[src/rtl/sync_descrambler_pkg.sv]
// Shared types and the LFSR step function for the self-synchronising descrambler.
package sync_descrambler_pkg;

    localparam int unsigned LFSR_MAX_W = 64;

    typedef logic [LFSR_MAX_W-1:0] lfsr_wide_t;

    typedef enum logic [1:0] {
        ST_SEARCH = 2'd0,
        ST_VERIFY = 2'd1,
        ST_LOCKED = 2'd2
    } state_e;

    // One keystream step; s and poly are zero-extended from 'width' bits.
    function automatic lfsr_wide_t lfsr_next(input lfsr_wide_t s,
                                             input lfsr_wide_t poly,
                                             input int unsigned width);
        logic fb;
        fb = (^(s & poly)) ^ s[0];
        return (s >> 1) | (lfsr_wide_t'(fb) << (width - 1));
    endfunction

endpackage

[src/rtl/sync_descrambler_if.sv]
// Bit-stream and status bundle between the receive link and the descrambler.
interface sync_descrambler_if #(
    parameter int unsigned WIDTH = 8
);
    logic             in_valid;
    logic             in_bit;
    logic             resync;
    logic             out_valid;
    logic             out_bit;
    logic             locked;
    logic [WIDTH-1:0] lfsr_state;

    modport master (
        output in_valid, in_bit, resync,
        input  out_valid, out_bit, locked, lfsr_state
    );

    modport slave (
        input  in_valid, in_bit, resync,
        output out_valid, out_bit, locked, lfsr_state
    );
endinterface

[src/rtl/lfsr_advance.sv]
// Combinational jump of the LFSR state by STEPS single steps.
module lfsr_advance
    import sync_descrambler_pkg::*;
#(
    parameter int unsigned      WIDTH      = 8,
    parameter logic [WIDTH-1:0] POLYNOMIAL = 8'h71,
    parameter int unsigned      STEPS      = WIDTH
) (
    input  logic [WIDTH-1:0] s_i,
    output logic [WIDTH-1:0] s_o
);

    logic [WIDTH-1:0] s;

    always_comb begin
        s = s_i;
        for (int unsigned i = 0; i < STEPS; i++) begin
            s = WIDTH'(lfsr_next(lfsr_wide_t'(s), lfsr_wide_t'(POLYNOMIAL), WIDTH));
        end
        s_o = s;
    end

endmodule

[src/rtl/sync_descrambler.sv]
// Self-synchronising descrambler: captures the keystream from idle traffic,
// verifies the prediction, then descrambles while watching for runs of 1s.
module sync_descrambler
    import sync_descrambler_pkg::*;
#(
    parameter int unsigned      WIDTH      = 8,
    parameter logic [WIDTH-1:0] POLYNOMIAL = 8'h71,
    parameter int unsigned      VERIFY_LEN = 16,
    parameter int unsigned      LOSS_RUN   = 32
) (
    input logic               clk,
    input logic               rst_n,
    sync_descrambler_if.slave bus
);

    localparam int unsigned BIT_CNT_W = $clog2(WIDTH + 1);
    localparam int unsigned VER_CNT_W = $clog2(VERIFY_LEN + 1);
    localparam int unsigned RUN_CNT_W = $clog2(LOSS_RUN + 1);

    localparam logic [BIT_CNT_W-1:0] BIT_LAST = BIT_CNT_W'(WIDTH - 1);
    localparam logic [VER_CNT_W-1:0] VER_LAST = VER_CNT_W'(VERIFY_LEN - 1);
    localparam logic [RUN_CNT_W-1:0] RUN_LAST = RUN_CNT_W'(LOSS_RUN - 1);

    state_e               state_q, state_d;
    logic [WIDTH-1:0]     lfsr_q, lfsr_d;
    logic [WIDTH-2:0]     cap_q, cap_d;
    logic [BIT_CNT_W-1:0] bit_cnt_q, bit_cnt_d;
    logic [VER_CNT_W-1:0] ver_cnt_q, ver_cnt_d;
    logic [RUN_CNT_W-1:0] run_cnt_q, run_cnt_d;
    logic                 out_valid_q, out_valid_d;
    logic                 out_bit_q, out_bit_d;
    logic                 locked_q, locked_d;

    logic [WIDTH-1:0]     cap_shift_c;
    logic [WIDTH-1:0]     lfsr_load_c;
    logic [WIDTH-1:0]     lfsr_step_c;
    logic                 descr_c;

    // C[0] is always shifted out by the time C is full, so only the upper bits are stored.
    assign cap_shift_c = {bus.in_bit, cap_q};
    assign lfsr_step_c = WIDTH'(lfsr_next(lfsr_wide_t'(lfsr_q), lfsr_wide_t'(POLYNOMIAL), WIDTH));
    assign descr_c     = bus.in_bit ^ lfsr_q[0];

    lfsr_advance #(
        .WIDTH      (WIDTH),
        .POLYNOMIAL (POLYNOMIAL),
        .STEPS      (WIDTH)
    ) u_lfsr_advance (
        .s_i (cap_shift_c),
        .s_o (lfsr_load_c)
    );

    always_ff @(posedge clk or negedge rst_n) begin
        if (!rst_n) begin
            state_q     <= ST_SEARCH;
            lfsr_q      <= '0;
            cap_q       <= '0;
            bit_cnt_q   <= '0;
            ver_cnt_q   <= '0;
            run_cnt_q   <= '0;
            out_valid_q <= 1'b0;
            out_bit_q   <= 1'b0;
            locked_q    <= 1'b0;
        end else begin
            state_q     <= state_d;
            lfsr_q      <= lfsr_d;
            cap_q       <= cap_d;
            bit_cnt_q   <= bit_cnt_d;
            ver_cnt_q   <= ver_cnt_d;
            run_cnt_q   <= run_cnt_d;
            out_valid_q <= out_valid_d;
            out_bit_q   <= out_bit_d;
            locked_q    <= locked_d;
        end
    end

    always_comb begin
        state_d     = state_q;
        lfsr_d      = lfsr_q;
        cap_d       = cap_q;
        bit_cnt_d   = bit_cnt_q;
        ver_cnt_d   = ver_cnt_q;
        run_cnt_d   = run_cnt_q;
        out_valid_d = 1'b0;
        out_bit_d   = out_bit_q;

        if (bus.resync) begin
            state_d   = ST_SEARCH;
            cap_d     = '0;
            bit_cnt_d = '0;
            ver_cnt_d = '0;
            run_cnt_d = '0;
        end else if (bus.in_valid) begin
            unique case (state_q)
                ST_SEARCH: begin
                    cap_d = cap_shift_c[WIDTH-1:1];
                    if (bit_cnt_q == BIT_LAST) begin
                        bit_cnt_d = '0;
                        if (|cap_shift_c) begin
                            lfsr_d  = lfsr_load_c;
                            state_d = ST_VERIFY;
                        end
                    end else begin
                        bit_cnt_d = bit_cnt_q + BIT_CNT_W'(1);
                    end
                end
                ST_VERIFY: begin
                    if (bus.in_bit == lfsr_q[0]) begin
                        lfsr_d = lfsr_step_c;
                        if (ver_cnt_q == VER_LAST) begin
                            state_d = ST_LOCKED;
                        end else begin
                            ver_cnt_d = ver_cnt_q + VER_CNT_W'(1);
                        end
                    end else begin
                        state_d = ST_SEARCH;
                    end
                end
                ST_LOCKED: begin
                    out_valid_d = 1'b1;
                    out_bit_d   = descr_c;
                    lfsr_d      = lfsr_step_c;
                    if (!descr_c) begin
                        run_cnt_d = '0;
                    end else if (run_cnt_q == RUN_LAST) begin
                        state_d = ST_SEARCH;
                    end else begin
                        run_cnt_d = run_cnt_q + RUN_CNT_W'(1);
                    end
                end
                default: state_d = ST_SEARCH;
            endcase
        end

        // Every state change starts the counters afresh.
        if (state_d != state_q) begin
            bit_cnt_d = '0;
            ver_cnt_d = '0;
            run_cnt_d = '0;
        end

        locked_d = (state_d == ST_LOCKED);
    end

    assign bus.out_valid  = out_valid_q;
    assign bus.out_bit    = out_bit_q;
    assign bus.locked     = locked_q;
    assign bus.lfsr_state = lfsr_q;

endmodule

[src/flat_wrapper.sv]
// flat-port wrapper written by rule: the top's interface ports become plain ports
module sync_descrambler_flat import sync_descrambler_pkg::*;
#(
    parameter int unsigned      WIDTH      = 8,
    parameter logic [WIDTH-1:0] POLYNOMIAL = 8'h71,
    parameter int unsigned      VERIFY_LEN = 16,
    parameter int unsigned      LOSS_RUN   = 32
)
  (clk, rst_n, bus_in_valid, bus_in_bit, bus_resync, bus_out_valid, bus_out_bit, bus_locked, bus_lfsr_state);
  sync_descrambler_if #(.WIDTH(WIDTH)) bus_i ();
  input logic clk;
  input logic rst_n;
  input wire logic [$bits(bus_i.in_valid)-1:0] bus_in_valid;
  input wire logic [$bits(bus_i.in_bit)-1:0] bus_in_bit;
  input wire logic [$bits(bus_i.resync)-1:0] bus_resync;
  output wire logic [$bits(bus_i.out_valid)-1:0] bus_out_valid;
  output wire logic [$bits(bus_i.out_bit)-1:0] bus_out_bit;
  output wire logic [$bits(bus_i.locked)-1:0] bus_locked;
  output wire logic [$bits(bus_i.lfsr_state)-1:0] bus_lfsr_state;
  assign bus_i.in_valid = bus_in_valid;
  assign bus_i.in_bit = bus_in_bit;
  assign bus_i.resync = bus_resync;
  assign bus_out_valid = bus_i.out_valid;
  assign bus_out_bit = bus_i.out_bit;
  assign bus_locked = bus_i.locked;
  assign bus_lfsr_state = bus_i.lfsr_state;
  sync_descrambler #(.WIDTH(WIDTH), .POLYNOMIAL(POLYNOMIAL), .VERIFY_LEN(VERIFY_LEN), .LOSS_RUN(LOSS_RUN)) u_core (.clk(clk), .rst_n(rst_n), .bus(bus_i));
endmodule
[config.mk]
export PLATFORM = sky130hd
export DESIGN_NAME = sync_descrambler_flat
export DESIGN_NICKNAME = d
export VERILOG_FILES = /design/src/rtl/sync_descrambler_pkg.sv /design/src/rtl/sync_descrambler_if.sv /design/src/rtl/lfsr_advance.sv /design/src/rtl/sync_descrambler.sv /design/src/flat_wrapper.sv
export SDC_FILE = /design/constraint.sdc
export NUM_CORES = 1
export LEC_CHECK = 0
export CORE_MARGIN = 3
export CORE_UTILIZATION = 40
export CTS_CLUSTER_DIAMETER = 200
export CTS_CLUSTER_SIZE = 8
export DETAILED_ROUTE_END_ITERATION = 12
export PLACE_DENSITY = 0.6
export SLEW_MARGIN = 20
export SYNTH_ARGS = -nofsm -noshare
export SYNTH_HDL_FRONTEND = slang
export SYNTH_SLANG_ARGS = --single-unit
[constraint.sdc]
create_clock -name clk -period 3.1 [get_ports clk]
set_clock_uncertainty 0.1 [all_clocks]
set_input_delay 0.31 -clock clk [delete_from_list [all_inputs] [get_ports clk]]
set_output_delay 0.31 -clock clk [all_outputs]
set_load 0.02 [all_outputs]
## Yosys cells after proc, flatten, opt, wreduce, memory -nomap -nowiden

Cells that the tools add are included.

| word-level totals | value |
|---|---|
| register bits after elaboration | 35 |
| input bits | 5 |
| output and inout bits | 11 |
| logic and storage cells | 106 |

| operators by class | value |
|---|---|
| add/subtract/negate cells | 3 |
| equal/unequal tests | 13 |
| multiplexer cells | 36 |
| bitwise gates (word level) | 20 |
| reduce and logical (&&, ||, !) cells | 25 |

Operators by type and width:

| kind | number |
|---|---|
| $reduce_xor 64->1 | 9 |
| $or 7x8->8 | 9 |
| $mux 6 | 6 |
| $mux 5 | 6 |
| $mux 8 | 3 |
| $pmux 8 s3 | 1 |
| $mux 7 | 3 |
| $mux 4 | 5 |
| $reduce_bool 3->1 | 6 |
| $mux 2 | 8 |
| $xor 1x1->1 | 10 |
| $reduce_or 8->1 | 1 |
| $add 6x1->6 const B | 1 |
| $eq 6x5->1 const B | 1 |
| $ne 2x1->1 const B | 3 |
| $pmux 2 s3 | 1 |
| $reduce_and 3->1 | 2 |
| $reduce_and 6->1 | 1 |
| $add 5x1->5 const B | 1 |
| $eq 5x4->1 const B | 1 |
| $add 4x1->4 const B | 1 |
| $eq 2x2->1 const B | 2 |
| $eq 4x3->1 const B | 1 |
| $ne 4x4->1 const B | 1 |
| 10 further kinds | 14 |

## Logic depth before layout (Yosys ltp)

Gate-level depths: netlist (run 1).

| depth | value |
|---|---|
| depth after elaboration | 27 |
| mapped depth | 9 |
| mapped depth without buffers | 8 |

## Modules after synthesis

Synthesis (run 1) repeated with hierarchy kept, for this count alone.

| second synthesis, totals | value |
|---|---|
| cells, all modules | 210 |
| area, all modules | 2063.2 µm² |

Modules (own cells, without submodules):

| module | instances | cells an instance | area each (µm²) | seq. area each (µm²) |
|---|---|---|---|---|
| sync_descrambler | 1 | 202 | 1953.1 | 875.8 |
| lfsr_advance | 1 | 8 | 110.1 | 0.0 |

## Worst setup path after synthesis (run 1)

No wires, ideal clock.

| path | value |
|---|---|
| kind | register to register |
| from | register u_core.state_q[0] |
| to | register u_core.ver_cnt_q[0] |
| library setup time | 119 ps |
| arrival time | 1986 ps |
| required time | 2881 ps |
| slack | 895 ps |
| cell stages (with the launch flop) | 10 |
| buffers on the path | 2 |
| period minus slack after synthesis | 2205 ps |
| cells stage by stage | dfrtp_1 > inv_1 > ha_1 > buf_2 > nor4b_2 > a222oi_1 > a31oi_2 > a31oi_4 > buf_6 > nor2_2 |

| on the way | value |
|---|---|
| word-level cells in the longest chain between the ends | 8 |
| elaborated cells between the ends (all ways) | 19 |
| those cells by class | eq/ne (4); mux (10); reduce/logical (5) |

RTL lines:

| item | line | text |
|---|---|---|
| start, declared | sync_descrambler.sv:24 | `state_e state_q, state_d;` |
| start signal, assigned | sync_descrambler.sv:65 | `state_q <= state_d;` |
| $mux 2, on equally long branches | sync_descrambler.sv:125, sync_descrambler.sv:99, sync_descrambler.sv:110 |  |
| $mux 2, on equally long branches | sync_descrambler.sv:123, sync_descrambler.sv:97, sync_descrambler.sv:108 |  |
| $pmux 2 s3 | sync_descrambler.sv:94 | `unique case (state_q)` |
| $mux 2 | sync_descrambler.sv:93 | `end else if (bus.in_valid) begin` |
| $mux 2 | sync_descrambler.sv:87 | `if (bus.resync) begin` |
| $ne 2x2->1 | sync_descrambler.sv:136 | `if (state_d != state_q) begin` |
| $ne 3x3->1 (no source line) or $reduce_bool 3->1 (tied branches) | - |  |
| $reduce_and 4->1 (no source line) | - |  |
| end signal, assigned | sync_descrambler.sv:69 | `ver_cnt_q <= ver_cnt_d;` |
| end, declared | sync_descrambler.sv:28 | `logic [VER_CNT_W-1:0] ver_cnt_q, ver_cnt_d;` |

Several ways; a longest one is shown, not always the timed one.
A chain may end at the register's enable or synchronous reset.

## Final worst setup path (run 1)

| path | value |
|---|---|
| from | register u_core.state_q[0] |
| to | register u_core.ver_cnt_q[4] |

Same word-level chain as after synthesis.

==> summary.md, run 1 <==
| Metric | Value |
|---|---|
| Status | finished, final reports clean |
| Die ar. | 6110 um2 |
| Core area | 4880 um2 |
| Post-route DRC | 0 |
| Worst R2R Setup Slack | 0.54 ns |
| First-pass iteration count of the detailed router | 7 |
| Slowest cell on the critical path | a31oi_4 |
| Max-cap violations | 0 |
| Number of cells produced by synthesis | 218 |
| Critical Path AT | 2.60 ns |
| Sw frac | 0.261 |
| I/O Buffers | 15 |
| Clock Power Share | 0.344 |
| Power Density | 386 nW/um2 |
| Clock tree buffer depth | 2 |
| Worst Slack Setup Final | 0.541 ns |
| Die X | 78.2 um |
| CP bufs+invs | 1 |
| Leakage | 0.965 nW |
| Initial antenna violation count | 0 |
| Sequential fraction of design power | 0.525 |
| RSZ-0062 raised after global routing | false |
| CP max stage delay | 0.51 ns |
| Cell Int Power | 0.675 mW |
| Cell Chain, Critical Path | inv_1 > ha_1 > nor4b_2 > a222oi_1 > a31oi_2 > a31oi_4 > a211oi_1 |
| CTS tree | done |
| Worst-path fanout max | 12 |
| Final count of pins violating max slew | 0 |
| Synth Flop Type | dfrtp_1 |
| Vias | 1567 |
| Ant diodes | 0 |
| Post-cts resize count | 0 |
| Post-synth ARST share | 1.00 |
| Post-CTS Setup Bufs | 0 |
| Worst EP required | 3.14 ns |
| CTS buffer count | 5 |
| Post-route ant nets | 0 |
| Total net switching power | 0.238 mW |
| Tightest Hold Check Type | in -> async |
| First-pass GRT wire length | 7.27 mm |
| Max frequency | 0.391 GHz |
| Final Cycle Share | 0.825 |
| Cell row count | 25 |
| Critical path endpoint category | flip-flop |
| Area grow syn2layout | 13.6% |
| EDFF count, synth | 0 |
| Maximum vdd drop | 174 uV |
| Netlist cell types | 52 |
| Synthesized cell area | 2080 um2 |
| Tmin final | 2.56 ns |
| CP startpoint kind | flip-flop |
| Flop and latch count out of synthesis | 35 |
| WL/cell | 13.5 um |
| Largest net degree at the start of global routing | 36 |
| Global route total overflow | 0 |
| Worst slew pin tran | 0.777 ns |
| CTS H-tree lvls | 2 |
| Syn_nets | 232 |
| RD Place Congestion | 0.838 |
| Starting density of the core | 0.427 |
| Synth Warn # | 0 |
| # hold bufs at CTS | 0 |
| Largest delay share family, worst path | compound AO/OA/AOI/OAI gates |
| Setup TNS | 0 ns |
| 1st-iter DRT viols | 61 |
| IO Pins | 16 |
| Worst slew margin | 0.482 |
| Pwr Total | 0.913 mW |
| Die Y | 78.2 um |
| Vias per inst | 5.19 |
| Final Hold Viols | 0 |
| Post-synthesis sequential area ratio | 0.420 |
| Gr usage total | 0.149 |
| Layout cells sized above 1 | 0.136 |
| Final net count | 248 |
| Synthesized area per cell | 9.56 um2 |
| Dpl hpwl | 2.94 mm |
| Clock Latency Late Sink | 0.28 ns |
| Vias in the first global route | 1498 |
| Clock transition at path regs | 0.07 ns |
| WS Path Type | reg -> reg |
| CTS Root Cell | clkbuf_8 |
| Logic pwr share | 0.131 |
| Pre-CTS setup slack | 0.515 ns |
| Final WL | 4.08 mm |
| CTS Sinks | 35 |
| Final setup violation count | 0 |
## stage by stage
stage	util	cells	cell area [um2]	hold WS [ns]
floorplan	-	218	2080	-0.0856
global placement	0.468	294	2290	0.345
detailed placement	0.468	294	2290	0.355
CTS	0.485	302	2370	0.0443
global route	0.485	302	2370	0.0729
finish	0.485	302	2370	0.00173
## worst paths after layout
| check | from | endpoint | depth (start not counted) |
|---|---|---|---|
| hold reg to reg | u_core.bus.out_bit$_DFFE_PN0P_ | u_core.bus.out_bit$_DFFE_PN0P_ | 2 |
| min in group clk | u_core.bus.out_bit$_DFFE_PN0P_ | u_core.bus.out_bit$_DFFE_PN0P_ | 2 |
| hold / removal | rst_n | u_core.bus.lfsr_state[4]$_DFFE_PN0P_ | 1 |
| max in group asynchronous | rst_n | u_core.run_cnt_q[4]$_DFFE_PN0P_ | 1 |
| setup / recovery | u_core.state_q[0]$_DFF_PN0_ | u_core.ver_cnt_q[4]$_DFFE_PN0P_ | 7 |
| setup reg to reg | u_core.state_q[0]$_DFF_PN0_ | u_core.ver_cnt_q[4]$_DFFE_PN0P_ | 7 |
## power by group through the flow
stage	combinational, mW	clock, mW	sequential [mW]
after floorplan	0.0703	0	0.495
after global placement	0.121	0	0.488
after detailed placement	0.121	0	0.488
after CTS	0.121	0.333	0.480
after global routing	0.132	0.352	0.481
final	0.119	0.314	0.480
## cell usage after synthesis (5+ instances only)
cell type	instances	area share
clkbuf_1	5	0.0090
xnor2_1	9	0.038
dfrtp_1	35	0.42
inv_1	10	0.018
o21ai_0	6	0.014
nor2_1	13	0.023
nand2_1	28	0.050
mux2i_1	5	0.024
nand3_1	6	0.014
ha_1	9	0.054
a21oi_1	15	0.036
nor2_2	6	0.018
o21ai_1	8	0.019
## logic make-up after synthesis
family                   synth area share
AO/OA/AOI/OAI                       0.196
XOR/XNOR                           0.0541
adder cells (fa/ha/maj)            0.0541
buffers and inverters              0.0450
flip-flops                          0.420
multiplexers                       0.0240
AND/OR/NAND/NOR                     0.206
## metal layers
metal / GRT usage / wire, um / vias up
met1: 0.228 / 2200 / 735
met2: 0.207 / 1700 / 22
met5: 0 / 0 / -
met3: 0.0275 / 130 / 4
li1: - / - / 806
met4: 0.0524 / 45 / 0
## state kept, by name, indices dropped and copies added (netlist names)
| register | count |
|---|---|
| u_core.bus.lfsr_state | 8 |
| u_core.state_q | 2 |
| u_core.bus.out_valid | 1 |
| u_core.run_cnt_q | 6 |
| u_core.cap_q | 7 |
| u_core.ver_cnt_q | 5 |
| u_core.bus.locked | 1 |
| u_core.bus.out_bit | 1 |
| u_core.bit_cnt_q | 4 |
## worst register-to-register path: cells and delay by family, from the launching register on
family,cells,cell delay [ns]
compound gates,4,1.23
flops,1,0.43
fa+ha+maj,1,0.33
simple gates,1,0.21
buf+inv,1,0.13
## cell usage in the layout, fill, tap and decap left out, drive strengths merged, types with 2 or more instances in the layout
cell type	count
nor3	4
nor4b	2
nand3b	4
nand3	6
xnor2	10
mux2i	5
a21oi	19
a31oi	6
and3	2
inv	10
nand2	28
clkdlybuf4s50	14
o21ai	14
nand2b	3
nor3b	2
a211oi	5
nor2	19
nand4	3
ha	9
clkbuf	7
buf	5
xor2	2
dfrtp	35
## cell type report
type                            instances  area [um2]
Fill cell                             484        2510
Multi-Input combinational cell        163        1110
Sequential cell                        35         876
Timing Repair Buffer                   19         175
Tap cell                               67        83.8
Clock buffer                            7        76.3
Inverter                               10        37.5
Clock inverter                          1        5.00
(Power assumes the default switching activity.)
==> run 2, diff against run 1 <==
- clock period: 3.1 -> 2.5 ns (I/O delays scaled with it)
==> run 2 against run 1 <==
  * Sequential share of layout area fell by 1.7 points
  * Die area did not move
  * Routed wire length rose by 4.3%
  * Setup slack got worse by 0.35 ns
  * Non-clock buffer count rose by 12
  * Total power rose by 32%
  * Combinational power rose by 31%
  * Register-to-register slack got worse by 0.35 ns
  * Global-route usage rose by 0.25 points
  * Final area rose by 4.7%
  * Core utilization rose by 2.3 points
  * Cell count rose by 4.0%
  * Critical path type unchanged
==> summary.md, run 2 (synthesis results as in run 1) <==
| Metric | Value |
|---|---|
| Worst r2r src | u_core.state_q[0]$_DFF_PN0_ |
| Worst R2R End | u_core.run_cnt_q[0]$_DFFE_PN0P_ |
| Vias in the first global route | 1473 (-1.7%) |
| First-pass GRT wire length | 7.25 mm (-0.37%) |
| IO Pins | 16 (unchanged) |
| Ant diodes | 0 (unchanged) |
| Max frequency | 0.433 GHz (+11%) |
| Final net count | 260 (+4.8%) |
| Most common cell after layout, fill and taps aside | dfrtp_1 |
| CP bufs+invs | 4 (+3) |
| 1st-iter DRT viols | 43 (-30%) |
| CTS buffer count | 5 (unchanged) |
| RD Place Congestion | 0.857 (+2.3%) |
| Design area | 2480 um2 (+4.7%) |
| Clock transition at path regs | 0.07 ns (about the same) |
| I/O Buffers | 15 (unchanged) |
| Filler Cell Count | 476 (-1.7%) |
| Die X | 78.2 um (unchanged) |
| Tightest Hold Check Type | reg -> reg |
| Critical Path AT | 2.39 ns (-0.21 ns) |
| Placement Cell Area | 2370 um2 (+3.6%) |
| Tmin final | 2.31 ns (-0.248 ns) |
| Largest delay share family, worst path | buffers and inverters |
| Layout cells sized above 1 | 0.178 (+0.0420) |
| Worst slew pin tran | 0.787 ns (+0.00937 ns) |
| Clock Latency Late Sink | 0.28 ns (about the same) |
| Critical path destination | u_core.run_cnt_q[0]$_DFFE_PN0P_ |
| Status | finished, final reports clean |
| Worst path most repeated cell | buf_4 |
| Die Y | 78.2 um (unchanged) |
| Worst-path fanout max | 7 (-5) |
| Worst Slack Setup Final | 0.189 ns (-0.352 ns) |
| CP startpoint kind | flip-flop |
| Max-cap violations | 0 (unchanged) |
| Cell row count | 25 (unchanged) |
| Power Density | 486 nW/um2 (+26%) |
| Post-route ant nets | 0 (unchanged) |
| Cell Chain, Critical Path | inv_1 > ha_1 > buf_4 > nand2b_1 > a311oi_1 > nor3_2 > buf_4 > a31oi_4 > buf_4 > nor2_2 |
| CTS tree | done |
| Post-CTS Setup Bufs | 0 (unchanged) |
| WL/cell | 13.5 um (+0.28%) |
| Crit. path cell count | 10 (+3) |
| Worst EP required | 2.58 ns (-0.56 ns) |
| Vias per inst | 5.12 (-1.4%) |
| Worst R2R Setup Slack | 0.19 ns (-0.35 ns) |
| Largest net degree at the start of global routing | 36 (unchanged) |
| Max FFs per register | 8 (unchanged) |
| Area grow syn2layout | 19.0% |
| Final setup violation count | 0 (unchanged) |
| Commonest non-fill, non-tap cells in the layout | 35 x dfrtp_1, 28 x nand2_1, 15 x a21oi_1, 15 x buf_4, 14 x clkdlybuf4s50_1 |
| Post-route DRC | 0 (unchanged) |
| Final Hold Viols | 0 (unchanged) |
| CTS H-tree lvls | 2 (unchanged) |
| WS Path Type | reg -> reg |
| Core area | 4880 um2 (unchanged) |
| Worst slew margin | 0.476 (-0.00624) |
| Dpl hpwl | 3.10 mm (+5.6%) |
| Global route total overflow | 0 (unchanged) |
| First-pass iteration count of the detailed router | 4 (-3) |
| Maximum vdd drop | 241 uV (+38%) |
| Pwr Total | 1.21 mW (+32%) |
| Setup TNS | 0 ns (unchanged) |
| Final Cycle Share | 0.924 (+0.0991) |
| CTS Sinks | 35 (unchanged) |
| Starting density of the core | 0.427 (unchanged) |
| CTS Root Cell | clkbuf_8 |
| Clock tree buffer depth | 2 (unchanged) |
| Post-cts resize count | 0 (unchanged) |
| Gr usage total | 0.151 (+0.00250) |
| Critical path endpoint category | flip-flop |
| Leakage | 1.03 nW (+6.6%) |
| Die ar. | 6110 um2 (unchanged) |
| Cell depth of the worst flop-to-flop path | 10 (+3) |
| CP startpoint | u_core.state_q[0]$_DFF_PN0_ |
| Pre-CTS setup slack | 0.173 ns (-0.342 ns) |
| Vias | 1607 (+2.6%) |
| Initial antenna violation count | 0 (unchanged) |
| Slowest cell on the critical path | dfrtp_1 |
| RSZ-0062 raised after global routing | false |
| Final count of pins violating max slew | 0 (unchanged) |
| Final WL | 4.25 mm (+4.3%) |
| Post-Route Utilization | 0.508 (+0.0228) |
| CP max stage delay | 0.44 ns (-0.07 ns) |
run 2: timing repair:
action,CTS,global route
endpoints found under the setup margin,0,0
hold endpoints to repair,35,0
hold buffers,1,0
run 2: worst min path at each step:
stage                                    startpoint                                    to  slack, ns  cells past startpoint
global placement                              rst_n  u_core.bus.lfsr_state[4]$_DFFE_PN0P_       0.28                      1
detailed placement                            rst_n  u_core.bus.lfsr_state[4]$_DFFE_PN0P_       0.28                      1
global route        u_core.bit_cnt_q[0]$_DFFE_PN0P_       u_core.bit_cnt_q[0]$_DFFE_PN0P_       0.45                      1
CTS                  u_core.bus.out_bit$_DFFE_PN0P_        u_core.bus.out_bit$_DFFE_PN0P_       0.40                      2
floorplan                                     rst_n       u_core.bit_cnt_q[0]$_DFFE_PN0P_      -0.15                      0
finish               u_core.bus.out_bit$_DFFE_PN0P_        u_core.bus.out_bit$_DFFE_PN0P_       0.39                      2
run 2: layout make-up:
type                            count  area, um2  share of cell area
Timing Repair Buffer               31        268               0.108
Inverter                           10       37.5              0.0151
Tap cell                           67       83.8              0.0338
Sequential cell                    35        876               0.353
Clock buffer                        8        100              0.0404
Multi-Input combinational cell    163       1110               0.449
run 2: worst min-delay path: stages, from the launching register on:
cell,delay [ns]
dfrtp_1,0.35
nand2_1,0.05
o21ai_0,0.06
run 2: power by group:
| part | leakage [nW] | internal (mW) | switching (mW) |
|---|---|---|---|
| Combinational | 0.497 | 0.0680 | 0.0884 |
| Sequential | 0.480 | 0.580 | 0.0149 |
| Clock | 0.0515 | 0.252 | 0.202 |
| Total | 1.03 | 0.899 | 0.306 |
run 2: per-layer routing:
layer / part of all wire / routed length (um) / GRT usage / vias to the layer above
met5: 0 / 0 / 0 / -
met4: 0.011 / 45 / 0.0577 / 0
met3: 0.035 / 147 / 0.0378 / 6
met2: 0.42 / 1770 / 0.208 / 26
met1: 0.54 / 2290 / 0.226 / 749
li1: - / - / - / 826
run 2: per-stage QoR:
step                      hold WS (ns)  cells
after floorplan                 -0.146    218
after global placement           0.282    305
after detailed placement         0.280    305
after CTS                        0.402    314
after global routing             0.451    314
final                            0.393    314
==> run 3, diff against run 2 <==
- GPL_TIMING_DRIVEN: default -> 0
==> run 3 against run 2 <==
  * Sequential share of layout area increased by 0.26 points
  * Non-clock buffer count decreased by 3
  * Clock power decreased by 12%
  * Flip-flop and latch count unchanged
  * Total power decreased by 4.1%
  * Setup slack got worse by 0.024 ns
==> summary.md, run 3 (synthesis results as in run 1) <==
| Metric | Value |
|---|---|
| Tmin final | 2.33 ns (+0.0238 ns) |
| Commonest non-fill, non-tap cells in the layout | 33 x dfrtp_1, 28 x nand2_1, 15 x a21oi_1 |
| Final net count | 257 (-1.2%) |
| Critical Path AT | 2.40 ns (about the same) |
| 1st-iter DRT viols | 101 (+130%) |
| Die ar. | 6110 um2 (unchanged) |
| RSZ-0062 raised after global routing | false |
| I/O Buffers | 13 (-2) |
| Post-Route Utilization | 0.506 (-0.00231) |
| Final setup violation count | 0 (unchanged) |
| Status | finished, final reports clean |
| Largest net degree at the start of global routing | 19 (-47%) |
| Design area | 2470 um2 (-0.45%) |
| Power Density | 469 nW/um2 (-3.6%) |
| Maximum vdd drop | 275 uV (+14%) |
| Leakage | 1.01 nW (-2.2%) |
| Setup TNS | 0 ns (unchanged) |
| Vias | 1631 (+1.5%) |
| WS Path Type | reg -> reg |
| Clock Latency Late Sink | 0.28 ns (about the same) |
| Gr usage total | 0.154 (+0.00237) |
| Area grow syn2layout | 18.4% |
| Finished Layout Cells | 311 (-0.96%) |
| Worst slew pin tran | 0.675 ns (-0.112 ns) |
| Final Hold Viols | 0 (unchanged) |
| Vias in the first global route | 1541 (+4.6%) |
| Die Y | 78.2 um (unchanged) |
| Max-cap violations | 0 (unchanged) |
| CTS Sinks | 35 (unchanged) |
| CTS Root Cell | clkbuf_8 |
| Global route total overflow | 0 (unchanged) |
| Core area | 4880 um2 (unchanged) |
| Worst EP required | 2.57 ns (about the same) |
| Post-route DRC | 0 (unchanged) |
| Clock transition at path regs | 0.07 ns (about the same) |
| Most common cell after layout, fill and taps aside | dfrtp_1 |
| CTS buffer count | 5 (unchanged) |
| Clock tree buffer depth | 2 (unchanged) |
| Vias per inst | 5.24 (+2.5%) |
| Final WL | 4.21 mm (-0.92%) |
| Layout cells sized above 1 | 0.172 (-0.00601) |
| Initial antenna violation count | 0 (unchanged) |
| Critical path endpoint category | flip-flop |
| IO Pins | 16 (unchanged) |
| Dpl cells | 299 (-2.0%) |
| Die X | 78.2 um (unchanged) |
| Pwr Total | 1.16 mW (-4.1%) |
| Post-route ant nets | 0 (unchanged) |
| Worst-path fanout max | 9 (+2) |
| Max FFs per register | 8 (unchanged) |
| Starting density of the core | 0.427 (unchanged) |
| Worst Slack Setup Final | 0.165 ns (-0.0238 ns) |
| Final count of pins violating max slew | 0 (unchanged) |
| RD Place Congestion | 0.807 (-5.9%) |
| Tightest Hold Check Type | in -> reg |
| CTS tree | done |
| Worst slew margin | 0.549 (+0.0739) |
| Final Cycle Share | 0.934 (+0.00950) |
| WHS | 0.125 ns (-0.268 ns) |
| Cell row count | 25 (unchanged) |
| Max frequency | 0.428 GHz (-1.0%) |
| First-pass iteration count of the detailed router | 4 (unchanged) |
| Placement Cell Area | 2320 um2 (-2.1%) |
| Ant diodes | 0 (unchanged) |
| First-pass GRT wire length | 7.58 mm (+4.7%) |
| WL/cell | 13.5 um (about the same) |
| Pre-CTS setup slack | 0.0199 ns (-0.153 ns) |
| CTS H-tree lvls | 2 (unchanged) |
| CP startpoint kind | flip-flop |
| Dpl hpwl | 3.06 mm (-1.2%) |
## run 3: cell count changes in the layout (fill, tap and decap cells not counted), sizes merged
cell / before / now
buf: 16 / 9
clkbuf: 8 / 13
clkdlybuf4s50: 14 / 12
clkinv: 0 / 1
## run 3: path summary, 6_finish.rpt
path	startpoint	slack (ns)	cells past startpoint	endpoint
worst min-delay path	bus_in_bit	0.12	3	u_core.cap_q[6]$_DFFE_PN0P_
max in group asynchronous	rst_n	1.51	3	u_core.run_cnt_q[1]$_DFFE_PN0P_
worst min register to register	u_core.bus.out_bit$_DFFE_PN0P_	0.39	2	u_core.bus.out_bit$_DFFE_PN0P_
worst max-delay path	u_core.state_q[0]$_DFF_PN0_	0.17	8	u_core.run_cnt_q[3]$_DFFE_PN0P_
worst max register to register	u_core.state_q[0]$_DFF_PN0_	0.17	8	u_core.run_cnt_q[3]$_DFFE_PN0P_
min in group asynchronous	rst_n	0.34	2	u_core.bus.lfsr_state[4]$_DFFE_PN0P_
## run 3: worst max-delay path: stages, from the launching register on
cell and delay (ns):
dfrtp_2 0.41, inv_2 0.07, ha_2 0.24, nor4b_2 0.18, a222oi_1 0.44, a31oi_2 0.25
a31oi_4 0.29, clkbuf_16 0.21, a21oi_2 0.03
## run 3: final cells by class
cell class                      count  area, um2
Buffer                              9       55.1
Clock buffer                        7       76.3
Clock inverter                      1       5.00
Fill cell                         500       2410
Inverter                           10       37.5
Multi-Input combinational cell    163       1120
Sequential cell                    35        878
Tap cell                           67       83.8
Timing Repair Buffer               19        210
## run 3: power by group
group          switching [mW]  leakage (nW)  internal (mW)
clock network           0.204        0.0422          0.196
logic                  0.0920         0.488         0.0704
registers              0.0145         0.476          0.580
total                   0.310          1.01          0.846
## run 3: timing repair
action	4_1_cts	5_1_grt
gates resized for setup	0	6
endpoints found under the setup margin	0	23
hold buffers	1	0
buffers inserted	0	3
hold endpoints to repair	17	0
## run 3: layer usage
layer / global-route usage / vias up / wire length (um) / part of all wire
met1: 0.235 / 780 / 2270 / 0.54
li1: - / 820 / - / -
met3: 0.0310 / 5 / 143 / 0.034
met4: 0.0472 / 0 / 53 / 0.013
met5: 0 / - / 0 / 0
met2: 0.217 / 26 / 1740 / 0.41
